`config.mk`:
```
export PLATFORM = sky130hd
export DESIGN_NAME = fetch_unit
export DESIGN_NICKNAME = d
export VERILOG_FILES = /design/src/rtl/fetch_unit.sv
export SDC_FILE = /design/constraint.sdc
export NUM_CORES = 1
export LEC_CHECK = 0
export CAP_MARGIN = 40
export CELL_PAD_IN_SITES_DETAIL_PLACEMENT = 0
export CELL_PAD_IN_SITES_GLOBAL_PLACEMENT = 1
export CORE_AREA = 2 2 117 119
export CTS_BUF_LIST = sky130_fd_sc_hd__clkbuf_8
export CTS_CLUSTER_SIZE = 30
export DETAILED_ROUTE_END_ITERATION = 16
export DIE_AREA = 0 0 119 121
export PLACE_DENSITY = 0.95
export RECOVER_POWER = 100
export SLEW_MARGIN = 5
export SYNTH_ARGS = -nofsm -noshare
export SYNTH_HDL_FRONTEND = slang
export SYNTH_SLANG_ARGS = --single-unit
```
`constraint.sdc`:
```
create_clock -name clk -period 8.33 [get_ports clk]
set_clock_uncertainty 0.15 [all_clocks]
set_input_delay 1.2495 -clock clk [delete_from_list [all_inputs] [get_ports clk]]
set_output_delay 1.2495 -clock clk [all_outputs]
set_load 0.02 [all_outputs]
```
`src/rtl/fetch_unit.sv`:
```
// RV32I instruction fetch stage: holds the PC, issues one outstanding imem request
// at a time and presents {pc, instr, fault} to decode over a valid/ready handshake.
module fetch_unit #(
  parameter logic [31:0] RESET_PC = 32'h0000_0000
) (
  input  logic        clk,
  input  logic        rst,
  output logic        imem_req_valid,
  input  logic        imem_req_ready,
  output logic [31:0] imem_req_addr,
  input  logic        imem_resp_valid,
  input  logic [31:0] imem_resp_data,
  input  logic        imem_resp_err,
  input  logic        redirect_valid,
  input  logic [31:0] redirect_pc,
  output logic        if_valid,
  input  logic        if_ready,
  output logic [31:0] if_pc,
  output logic [31:0] if_instr,
  output logic        if_fault
);

  typedef enum logic [2:0] {REQ, WAIT, DRAIN, HOLD, HALT} state_t;

  state_t      state, state_next;
  logic [31:0] pc, pc_next;
  logic        valid_next, fault_next;
  logic [31:0] out_pc_next, instr_next;
  logic        misaligned;

  assign misaligned     = (pc[1:0] != 2'b00);
  assign imem_req_valid = (state == REQ) && !redirect_valid && !rst && !misaligned;
  assign imem_req_addr  = pc;

  always_ff @(posedge clk or posedge rst) begin
    if (rst) begin
      state    <= REQ;
      pc       <= RESET_PC;
      if_valid <= 1'b0;
      if_pc    <= RESET_PC;
      if_instr <= 32'h0;
      if_fault <= 1'b0;
    end else begin
      state    <= state_next;
      pc       <= pc_next;
      if_valid <= valid_next;
      if_pc    <= out_pc_next;
      if_instr <= instr_next;
      if_fault <= fault_next;
    end
  end

  // A redirect overrides everything; a squashed in-flight response must still be drained.
  always_comb begin
    state_next  = state;
    pc_next     = pc;
    valid_next  = if_valid;
    out_pc_next = if_pc;
    instr_next  = if_instr;
    fault_next  = if_fault;
    if (redirect_valid) begin
      pc_next    = redirect_pc;
      valid_next = 1'b0;
      fault_next = 1'b0;
      case (state)
        WAIT, DRAIN: state_next = imem_resp_valid ? REQ : DRAIN;
        default:     state_next = REQ;
      endcase
    end else begin
      case (state)
        REQ: begin
          if (misaligned) begin
            valid_next  = 1'b1;
            fault_next  = 1'b1;
            out_pc_next = pc;
            instr_next  = 32'h0;
            state_next  = HOLD;
          end else if (imem_req_ready) begin
            state_next = WAIT;
          end
        end
        WAIT: begin
          if (imem_resp_valid) begin
            valid_next  = 1'b1;
            fault_next  = imem_resp_err;
            out_pc_next = pc;
            instr_next  = imem_resp_err ? 32'h0 : imem_resp_data;
            pc_next     = pc + 32'd4;
            state_next  = HOLD;
          end
        end
        DRAIN: begin
          if (imem_resp_valid) state_next = REQ;
        end
        HOLD: begin
          if (if_ready) begin
            valid_next = 1'b0;
            state_next = if_fault ? HALT : REQ;
          end
        end
        HALT: state_next = HALT;
        default: state_next = REQ;
      endcase
    end
  end

endmodule

```
==> results.yml <==
min_path:
  hp-start: "if_pc[18]"
  worstHoldPathType: "register to register"
  hold_depth: 1
place:
  io_buffers: 169
  dpl_worst_slack_ns: 3.68
  place_congestion: 0.792
  hpwl_um: 9080
sta:
  clock.fmax_ghz: 0.184
  hold_viol_final: 0
  setup_viol: 0
  fin_crit_sh: 0.653
  holdWs_ns: 0.360
  relSlewSlack: -1.10
  worst_slack_ns: 2.89
  post-route-min-period_ns: 5.44
  setup_tns_ns: 0
  worst_slew_pin_slew_ns: 3.15
  drv_slew: 166
  rsz0062_at_grt: "no"
final_layout:
  areaGrowthSynthToFinish_pct: 42.4
  drive_gt1_frac: 0.0937
  num-fill-cells: 1188
  diodes: 0
  fin_nets: 686
worst_setup_path:
  r2r_start: "state[0]"
  arrival_ns: 5.56
  worstSetupPathType: "primary input to register"
  required_ns: 8.45
  cp_max_fo: 70
  end_kind: "register"
  startpoint_type: "primary input"
  cp-startpoint: "redirect_valid"
  r2r_cells: 4
routing:
  drc: 0
  via_per_inst: 5.23
  drt_pass1_iterations: 4
  ant_nets: 0
  drt-total-wl_um: 12800
  wl_met3_um: 626
  dr_wl_met2_um: 6340
  wl_met1_um: 5590
  wl_per_cell_um: 16.1
  top_layer_used: "met4"
  vias: 4161
  drt_iter0_drc: 233
synthesis:
  async_flop_share: 1.00
  synth_most_common_cell: "dfrtp_1"
  syn_area_sq_mm: 0.00473
  synth_cell_types: 46
  syn_inst: 459
  yosysWarnings: 0
  synth_edf_count: 0
  synth.largest_area_cell: "dfrtp_1"
  ys_top_cells_by_area: "dfrtp_1 53%, mux2_2 7.9%, o21ai_0 5.2%"
  ys_seq_elements: 101
  synth_ff_type: "dfrtp_1"
  syn-num-nets: 531
  ys_top_cells_by_count: "101 x dfrtp_1, 49 x o21ai_0, 46 x nand3_1"
  syn_avg_cell_area_sq_um: 10.3
  ys_seq_area_frac: 0.534
  yosys.area.top_type_share: 0.534
die:
  start_util: 0.362
  ios: 170
  die-area_sq_mm: 0.0144
  die_y_um: 121
  fp.coreArea_sq_mm: 0.0131
  die_w_um: 119
  rows: 42
status:
  violations: "capacitance limit, slew limit"
  status: "finished with violations"
global_route:
  grt_usage: 0.182
  overflow: 0
  grt_pass1_wl_um: 20900
  antenna_found_initial: 0
  grt_max_degree: 71
  grt_pass1_vias: 4151
clocking:
  cts_tree: "yes"
  path_clk_slew_ns: 0.10
  cts_root_buffer: "clkbuf_8"
  clock_latency_ns: 0.38
  cts_sinks: 101
  cts_resized: 0
  ctsHoldBuffers: 0
  cts-buffers-inserted: 9
  htreeDepth: 3
  ctsLongestPathBuffers: 2
  post_cts_buffers: 0
job:
  cap_violations: 3
power_and_ir_drop:
  p_leak_uw: 0.00277
  p_per_area_mw_per_mm2: 263
  ir_worst_vdd_uv: 134
  power.total_uw: 1770
path summary, 6_finish.rpt:
path                                      to  slack (ns)
setup / recovery                   if_pc[13]        2.89
setup reg to reg                   if_pc[13]        4.04
max in group asynchronous           state[1]        3.96
hold / removal                     if_pc[18]        0.36
hold reg to reg                    if_pc[18]        0.36
min in group asynchronous  imem_req_addr[28]        1.31
where the power goes:
part / leakage, uW / internal, uW / switching [uW] / total, uW
clock: 0.000111 / 180 / 180 / 360
combinational: 0.00141 / 330 / 369 / 699
sequential: 0.00125 / 622 / 92.6 / 715
total: 0.00277 / 1130 / 642 / 1770
final cells by class:
type,count,area (sq um),share of cell area
clock inverters,6,95.1,0.0141
repair buffers,175,1710,0.254
flip-flops and latches,101,2530,0.375
clock buffers,10,138,0.0204
well taps,176,220,0.0327
multi-input cells,288,1900,0.282
inverters,39,149,0.0221
metal layers:
metal,up-vias,track usage
met2,127,0.296
met4,0,0.0744
met3,18,0.0395
li1,1966,-
met5,-,0
met1,2050,0.236
flip-flops by register name, summed over array words and instances (netlist names):
name	cells
if_pc	32
if_instr	32
if_fault	1
imem_req_addr	32
if_valid	1
state	3
placed cells by master, fill, tap and decap left out, drive strengths merged, types with 3 or more instances in the layout:
cell           count
a21oi              3
a31oi             12
and2               3
and3               3
and4               9
clkbuf            15
clkdlybuf4s50     67
dfrtp            101
dlygate4sd3      101
inv               40
mux2              33
mux2i              3
nand2             23
nand2b             3
nand3             46
nand4             11
nor2              16
nor3               6
nor4               6
o211ai             5
o21ai             49
o31a               6
o31ai              9
or3                5
or4               10
xor2               6
cell families (layout without fill, tap and decap cells):
group                      after synthesis  count (layout)  synth area share
xor gates and xnor gates                 8               8            0.0148
muxes                                   36              36            0.0849
adders and majority gates                1               1           0.00264
buffers and inverters                   70             230            0.0632
AOI/OAI and AO/OA                       95              95             0.125
DFF                                    101             101             0.534
and+or+nand+nor                        148             148             0.176
through the flow:
stage,utilization,area [sq um],cells
CTS,0.520,6810,795
floorplan,-,4730,459
global placement,0.499,6530,777
finish,0.515,6740,795
detailed placement,0.502,6570,779
global route,0.515,6740,795
critical path: stages:
cell      delay (ns)
buf_2           0.09
clkbuf_1        0.72
nor4_1          0.69
clkbuf_1        2.27
mux2_2          0.49
Power figures use the tool's default switching activity.
